### src/rtl/tt_briscv_pkg.sv
// Shared types and sizing for the vector load path: the per-load payload and
// the queue entry that wraps it.
package tt_briscv_pkg;

  localparam int VLEN          = 256;
  localparam int LQ_DEPTH      = 8;
  localparam int LQ_DEPTH_LOG2 = $clog2(LQ_DEPTH);

  typedef struct packed {
    logic [31:0] pc;
    logic [4:0]  rd;
    logic        rf_wr_flag;
    logic        load;
    logic        vec_load;
    logic        vl_is_zero;
  } lq_info_s;

  typedef struct packed {
    logic            valid;
    logic            done;
    lq_info_s        info;
    logic [VLEN-1:0] data;
  } lq_entry_s;

  // Zero-length vector loads and non-loads never see a memory response.
  function automatic logic lq_done_at_alloc(lq_info_s info);
    return !(info.load | info.vec_load) | (info.vec_load & info.vl_is_zero);
  endfunction

endpackage

### src/rtl/tt_lq_ptr_ctrl.sv
// Wrap-bit read/write pointers for the load queue, with full/empty and occupancy.
module tt_lq_ptr_ctrl #(
  parameter  int DEPTH = 8,
  localparam int IDX_W = $clog2(DEPTH)
) (
  input  logic           i_clk,
  input  logic           i_reset,
  input  logic           i_push,
  input  logic           i_pop,
  output logic [IDX_W:0] o_wr_ptr,
  output logic [IDX_W:0] o_rd_ptr,
  output logic           o_full,
  output logic           o_empty,
  output logic [IDX_W:0] o_cnt
);

  logic [IDX_W:0] wr_ptr_reg;
  logic [IDX_W:0] rd_ptr_reg;

  always_ff @(posedge i_clk or posedge i_reset) begin
    if (i_reset) begin
      wr_ptr_reg <= '0;
      rd_ptr_reg <= '0;
    end else begin
      if (i_push) wr_ptr_reg <= wr_ptr_reg + 1'b1;
      if (i_pop)  rd_ptr_reg <= rd_ptr_reg + 1'b1;
    end
  end

  assign o_wr_ptr = wr_ptr_reg;
  assign o_rd_ptr = rd_ptr_reg;
  // Same slot, opposite lap: the writer is a full lap ahead of the reader.
  assign o_full   = (wr_ptr_reg[IDX_W-1:0] == rd_ptr_reg[IDX_W-1:0]) &&
                    (wr_ptr_reg[IDX_W] != rd_ptr_reg[IDX_W]);
  assign o_empty  = (wr_ptr_reg == rd_ptr_reg);
  assign o_cnt    = wr_ptr_reg - rd_ptr_reg;

endmodule

### src/rtl/tt_vec_load_queue.sv
// In-order load queue: allocate at issue, complete out of order on memory
// response, retire to writeback in allocation order.
module tt_vec_load_queue
  import tt_briscv_pkg::*;
#(
  parameter  int LQ_DEPTH = tt_briscv_pkg::LQ_DEPTH,
  parameter  int DATA_W   = tt_briscv_pkg::VLEN,
  localparam int IDX_W    = $clog2(LQ_DEPTH)
) (
  input  logic              i_clk,
  input  logic              i_reset,
  input  logic              i_alloc_vld,
  input  lq_info_s          i_alloc_info,
  output logic              o_alloc_rdy,
  output logic [IDX_W-1:0]  o_alloc_lqid,
  input  logic              i_resp_vld,
  input  logic [IDX_W-1:0]  i_resp_lqid,
  input  logic [DATA_W-1:0] i_resp_data,
  output logic              o_ret_vld,
  output lq_info_s          o_ret_info,
  output logic [DATA_W-1:0] o_ret_data,
  input  logic              i_ret_rdy,
  output logic              o_full,
  output logic              o_empty,
  output logic [IDX_W:0]    o_cnt,
  output logic              o_resp_err
);

  logic              valid_reg [LQ_DEPTH];
  logic              done_reg  [LQ_DEPTH];
  lq_info_s          info_reg  [LQ_DEPTH];
  logic [DATA_W-1:0] data_reg  [LQ_DEPTH];
  logic              resp_err_reg;

  logic [IDX_W:0]   wr_ptr;
  logic [IDX_W:0]   rd_ptr;
  logic [IDX_W-1:0] wr_idx;
  logic [IDX_W-1:0] rd_idx;
  logic             alloc_fire;
  logic             ret_fire;
  logic             resp_acc;
  logic             alloc_done;

  tt_lq_ptr_ctrl #(.DEPTH(LQ_DEPTH)) u_ptr_ctrl (
    .i_clk    (i_clk),
    .i_reset  (i_reset),
    .i_push   (alloc_fire),
    .i_pop    (ret_fire),
    .o_wr_ptr (wr_ptr),
    .o_rd_ptr (rd_ptr),
    .o_full   (o_full),
    .o_empty  (o_empty),
    .o_cnt    (o_cnt)
  );

  assign wr_idx = wr_ptr[IDX_W-1:0];
  assign rd_idx = rd_ptr[IDX_W-1:0];

  // Ready looks only at registered fullness, keeping i_ret_rdy off this path.
  assign o_alloc_rdy  = !o_full;
  assign o_alloc_lqid = wr_idx;
  assign alloc_fire   = i_alloc_vld & o_alloc_rdy;
  assign alloc_done   = lq_done_at_alloc(i_alloc_info);

  assign resp_acc = i_resp_vld & valid_reg[i_resp_lqid] & !done_reg[i_resp_lqid];

  assign o_ret_vld  = valid_reg[rd_idx] & done_reg[rd_idx];
  assign o_ret_info = info_reg[rd_idx];
  assign o_ret_data = data_reg[rd_idx];
  assign ret_fire   = o_ret_vld & i_ret_rdy;

  // An allocating slot is never valid, so it cannot also be responded to or retired.
  for (genvar gi = 0; gi < LQ_DEPTH; gi++) begin : g_entry
    always_ff @(posedge i_clk or posedge i_reset) begin
      if (i_reset) begin
        valid_reg[gi] <= 1'b0;
        done_reg[gi]  <= 1'b0;
        info_reg[gi]  <= '0;
        data_reg[gi]  <= '0;
      end else if (alloc_fire && (wr_idx == IDX_W'(gi))) begin
        valid_reg[gi] <= 1'b1;
        done_reg[gi]  <= alloc_done;
        info_reg[gi]  <= i_alloc_info;
        data_reg[gi]  <= '0;
      end else begin
        if (resp_acc && (i_resp_lqid == IDX_W'(gi))) begin
          done_reg[gi] <= 1'b1;
          data_reg[gi] <= i_resp_data;
        end
        if (ret_fire && (rd_idx == IDX_W'(gi))) begin
          valid_reg[gi] <= 1'b0;
          done_reg[gi]  <= 1'b0;
        end
      end
    end
  end

  always_ff @(posedge i_clk or posedge i_reset) begin
    if (i_reset)                     resp_err_reg <= 1'b0;
    else if (i_resp_vld && !resp_acc) resp_err_reg <= 1'b1;
  end

  assign o_resp_err = resp_err_reg;

endmodule

### config.mk
export PLATFORM = sky130hd
export DESIGN_NAME = tt_vec_load_queue
export DESIGN_NICKNAME = d
export VERILOG_FILES = /design/src/rtl/tt_briscv_pkg.sv /design/src/rtl/tt_lq_ptr_ctrl.sv /design/src/rtl/tt_vec_load_queue.sv
export SDC_FILE = /design/constraint.sdc
export NUM_CORES = 2
export LEC_CHECK = 0
export CAP_MARGIN = 10
export CORE_ASPECT_RATIO = 1.25
export CORE_MARGIN = 4
export CORE_UTILIZATION = 35
export DETAILED_ROUTE_END_ITERATION = 7
export PLACE_DENSITY = 0.54
export SYNTH_ARGS = -nofsm -noshare
export SYNTH_HDL_FRONTEND = slang
export SYNTH_SLANG_ARGS = --single-unit
export TNS_END_PERCENT = 100
### constraint.sdc
create_clock -name i_clk -period 74.1 [get_ports i_clk]
set_input_delay 11.115 -clock i_clk [delete_from_list [all_inputs] [get_ports i_clk]]
set_output_delay 11.115 -clock i_clk [all_outputs]
set_load 0.02 [all_outputs]
* Word-level counts from Yosys, hierarchy flattened
Index checks and enable logic that the tools add are counted.
** Storage, ports and cells
- Bits in registers :: 2401
- Output and inout port bits :: 309
- Word-level logic and storage cells :: 245
** Operators by class
- Add/sub/neg operators :: 3
- Magnitude comparators :: 2
- Equality and inequality tests :: 24
- Multiplexer cells :: 74
- Bitwise operators :: 10
- Reduce and logical (&&, ||, !) cells :: 57
** Operator list (number)
- 256-bit two-way mux :: 18
- 256-bit binary-select mux with 3-bit select :: 1
- 41-bit binary-select mux with 3-bit select :: 1
- 41-bit two-way mux :: 2
- 1-bit two-way mux :: 48
- 3-bit equality test, second input constant :: 12
- 2-bit nonzero test :: 16
- 1-bit logical AND :: 26
- 3-bit nonzero test :: 8
- 3-bit by 2-bit equality test with 1-bit output, second input constant :: 6
- 1-bit binary-select mux with 3-bit select :: 4
- 3-bit by 1-bit equality test with 1-bit output, second input constant :: 3
- 3-bit logical NOT :: 3
- 4-bit by 1-bit adder with 4-bit output, second input constant :: 2
- 4-bit greater-or-equal comparator, second input constant :: 2
- 3-bit NOT with 4-bit output :: 2
- 1-bit AND :: 6
- 4-bit equality test :: 1
- 1-bit logical NOT :: 4
- 4-bit subtractor :: 1
- 3-bit equality test :: 1
- 1-bit bitwise OR :: 2
- 1-bit inequality test :: 1

* Logic depth before layout (Yosys ltp)
- Depth after elaboration :: 10
- Gate-level depth with buffers :: 12
- Mapped depth without buffers :: 6

* Cells and area by module
From an unflattened synthesis, not the netlist that was laid out.
** Second synthesis, totals
- Cells, all modules :: 11153
- Area, all modules :: 113094.7 sq um
** By module, submodules not included
- tt_vec_load_queue :: times used 1, cells an instance 11109, area each 112630.5 sq um, sequential area each 59882.4 sq um
- tt_lq_ptr_ctrl :: times used 1, cells an instance 44, area each 464.2 sq um, sequential area each 200.2 sq um

* Worst setup path before layout
Ideal clock, no wire load.
- Path type :: register -> output
- From :: reg u_ptr_ctrl.rd_ptr_reg[2] (netlist: u_ptr_ctrl.o_rd_ptr[2])
- To :: out o_empty
- Arrival time :: 1918 ps
- Path slack :: 61067 ps
- Stages on the path, launching flop included :: 7
- Cells stage by stage :: dfrtp_1 -> inv_1 -> clkbuf_1 -> clkbuf_1 -> ha_1 -> nand3_1 -> nor2_1
** Between the ends
- Cells in the longest elaborated chain, start to end :: 1
** RTL lines
- from (decl) :: line tt_lq_ptr_ctrl.sv:18 : logic [IDX_W:0] rd_ptr_reg;
- from (signal assigned) :: line tt_lq_ptr_ctrl.sv:26 : if (i_pop) rd_ptr_reg <= rd_ptr_reg + 1'b1;
- 4-bit equality test :: line tt_lq_ptr_ctrl.sv:35 : assign o_empty = (wr_ptr_reg == rd_ptr_reg);
- to (decl) :: line tt_vec_load_queue.sv:24 : output logic o_empty,
No other way between the ends.

* Worst setup path in the final report
- From :: reg u_ptr_ctrl.rd_ptr_reg[0] (netlist: u_ptr_ctrl.o_rd_ptr[0])
- To :: out o_ret_data[118]
** Between the ends
- Cells in the longest elaborated chain, start to end :: 4
** RTL lines
- 3-bit NOT with 4-bit output (not written as such) :: line tt_vec_load_queue.sv:69 : assign o_ret_data = data_reg[rd_idx];
- 256-bit binary-select mux with 3-bit select :: line tt_vec_load_queue.sv:69
- 256-bit two-way mux (not written as such) (2 in series) :: line tt_vec_load_queue.sv:69
- to (decl) :: line tt_vec_load_queue.sv:21 : output logic [DATA_W-1:0] o_ret_data,
No other way between the ends. The select of a mux whose other input is x is not followed.

==> load_flow_metrics.sql <==
INSERT INTO impl_metrics (metric_group, metric, value, unit) VALUES
('outcome', 'status', 'finished clean', ''),
('synth', 'yosys.cell_types.count', '42', ''),
('setup_path', 'crit_path_buffers_inverters', '6', ''),
('sta', 'achievable-frequency', '53.62', 'MHz'),
('power', 'post-layout-total-power', '0.006058', 'W'),
('setup_path', 'worst-path-max-fanout', '89', ''),
('power', 'power.share.combinational', '40.9', '%'),
('final_layout', 'area_growth', '14.86', '%'),
('final_layout', 'seqCellArea', '60090', 'sq um'),
('drt', 'routed_via_density', '5.593', ''),
('sta', 'setup_viol', '0', ''),
('setup_path', 'cp_data_arrival_time', '7.53', 'ns'),
('clocking', 'clock-root-buffer', 'clkbuf_16', ''),
('drt', 'routed_wl', '421700', 'um'),
('clocking', 'clock_tree_from_tritoncts', 'built', ''),
('sta', 'fin_ws', '55.45', 'ns'),
('global_routing', 'grt.total_usage', '24.47', '%'),
('sta', 'tightestPinTransition', '1.140', 'ns'),
('synth', 'yosys.area.top_type', 'dfrtp_1', ''),
('floorplan', 'dieArea', '336800', 'sq um'),
('clocking', 'tritoncts.num_buffers', '273', ''),
('sta', 'fin_setup_tns', '0', 'ns'),
('setup_path', 'critical_path_cell_by_cell', 'buf_12 > buf_4 > buf_4 > buf_4 > buf_4 > mux4_2 > nand2_1 > nand2_1 > clkdlybuf4s50_1', ''),
('synth', 'post_synth_edffs', '0', ''),
('floorplan', 'initial_utilization', '35.21', '%'),
('floorplan', 'core', '325600', 'sq um'),
('sta', 'grt_setup_unrepaired', 'no', ''),
('synth', 'dominantRegCellSynth', 'dfrtp_1', ''),
('power', 'power-per-cell-area', '46.01', 'nW/um^2'),
('synth', 'asyncSetResetFlopFracSynth', '100.0', '%'),
('global_routing', 'grtUsageMet1', '31.99', '%'),
('floorplan', 'chipHeight', '647.8', 'um'),
('sta', 'timing.max_slew.rel_slack', '23.99', '%'),
('power', 'switchingPower', '0.002252', 'W'),
('power', 'power.internal', '0.003806', 'W'),
('sta', 'min_period', '18.65', 'ns'),
('clocking', 'cts.path.max_buffers', '4', ''),
('setup_path', 'reg2reg_setup_slack', '67.11', 'ns'),
('global_routing', 'grt_pass1_vias', '93934', ''),
('synth', 'synth_largest_type_area_fraction', '52.41', '%'),
('drt', 'detail_routed_net_length_per_standard_cell', '26.03', 'um'),
('global_routing', 'grt_max_degree', '182', ''),
('drt', 'detail-route-antenna-nets', '0', ''),
('clocking', 'cts_hold_repair.buffers', '0', ''),
('place', 'port-buffer-count', '613', ''),
('clocking', 'h-tree-depth', '5', ''),
('place', 'finalWeightedCongestion', '0.8022', ''),
('sta', 'hold_viol_final', '0', ''),
('setup_path', 'critPathRequiredTime', '62.99', 'ns'),
('place', 'detailedPlace.worstSlack', '56.11', 'ns'),
('setup_path', 'setup.worst_path.end_class', 'output pin', ''),
('global_routing', 'grt_use_met3', '5.470', '%'),
('final_layout', 'finalNetCount', '11907', ''),
('final_layout', 'multi_input_area', '49120', 'sq um'),
('sta', 'clock-skew-final', '0.05758', 'ns'),
('global_routing', 'globalRoute.totalOverflow', '0', ''),
('hold_path', 'hold_class', 'flop to flop', ''),
('drt', 'detail_route.iter0.violations', '9012', ''),
('global_routing', 'globalRoute.busiestLayer', 'met2', ''),
('sta', 'timing.final.crit_share', '25.17', '%'),
('place', 'hpwlAfterDp', '228800', 'um'),
('clocking', 'cts.reportedPaths.clkPinSlew', '0.06', 'ns'),
('clocking', 'insertion_delay', '0.88', 'ns'),
('sta', 'maxSlewViolCount', '0', ''),
('run', 'cap_violations', '0', ''),
('setup_path', 'worst_path_largest_cell_delay', '1.03', 'ns'),
('power', 'peak_supply_drop', '0.00003393', 'V'),
('synth', 'post_synth.cell_area_avg', '9.798', 'sq um'),
('power', 'total_leakage_power', '55.65', 'nW'),
('final_layout', 'post_route_cells_drive_above_1_share', '17.31', '%'),
('global_routing', 'number_of_antenna_violations_at_the_first_check_in_global_routing', '95', '');
-- layer usage --
metal	wire (um)	part of all wire [%]	vias to the layer above
li1	-	-	38521
met1	168000	40	46800
met2	201100	48	4360
met3	36530	8.7	870
met4	15780	3.7	48
met5	294	0.070	-
-- synthesized netlist by cell type, types with 4 or more instances --
master	n
a21oi_1	1571
a21oi_2	480
a31oi_1	4
and2_1	4
and3_1	4
and4_1	4
and4b_1	4
buf_1	281
buf_2	232
buf_4	27
buf_6	86
clkbuf_1	559
dfrtp_1	2401
ha_1	15
inv_1	16
mux2_2	330
mux4_2	598
nand2_1	5001
nand4_1	5
nand4b_1	4
nor2_1	6
nor2b_1	12
nor3b_1	6
o21ai_0	13
o22ai_1	6
xnor2_1	5
-- final timing paths --
path	startpoint	to	cells past startpoint
min	o_resp_err	o_resp_err	1
min reg2reg	o_resp_err	o_resp_err	1
max reg2reg	u_ptr_ctrl.o_rd_ptr[0]	data_reg[1651]	10
max	u_ptr_ctrl.o_rd_ptr[0]	o_ret_data[118]	9
min in group asynchronous	i_reset	data_reg[898]	2
max in group asynchronous	i_reset	u_ptr_ctrl.o_rd_ptr[2]	8
-- kinds of logic (layout without fill, tap and decap cells) --
logic type,Yosys count,in the layout,synth area share (%)
other cells,0,58,0
flops,2401,2401,52.41
buf+inv,1202,1278,4.841
fa+ha+maj,16,16,0.1812
simple gates,5053,5053,16.68
xor+xnor,8,8,0.07750
compound gates,2088,2088,10.78
mux,932,932,15.03
-- stage by stage --
stage               cell area (sq um)  instances  hold WS (ns)
global route                   131600      16178        0.5035
floorplan                      114600      11700        0.4738
finish                         131700      16200        0.4786
CTS                            131500      16142        0.4807
detailed placement             122600      15677        0.4628
global placement               122600      15677        0.4597
-- area by class of cell --
type	instances	area share, %
diodes	58	0.1102
clock buffers	399	6.193
clock inverters	66	0.6063
inverters	17	0.05702
multi-input cells	8097	37.31
flip-flops and latches	2401	45.64
well taps	4366	4.149
repair buffers	796	5.932
-- power by group through the flow --
stage,sequential (W),clock (W),combinational [W]
CTS,0.00220,0.00140,0.00249
finish,0.00220,0.00138,0.00248
global route,0.00227,0.00146,0.00266
floorplan,0.00215,0,0.00170
detailed placement,0.00222,0,0.00249
global placement,0.00218,0,0.00244
-- placed cells by master (no fill, tap or decap), types with 5 or more instances in the layout --
master,count
a21oi_1,1571
a21oi_2,480
buf_12,24
buf_4,159
bufinv_16,12
clkbuf_1,49
clkbuf_16,280
clkbuf_8,70
clkdlybuf4s50_1,613
clkinv_2,35
dfrtp_1,2398
diode_2,58
ha_1,15
inv_1,14
inv_6,8
mux2_2,330
mux4_2,598
nand2_1,5001
nand4_1,5
nor2_1,6
nor2b_1,12
nor3b_1,6
o21ai_0,13
o22ai_1,6
xnor2_1,5
No activity file was read; power rests on OpenSTA's default activity.
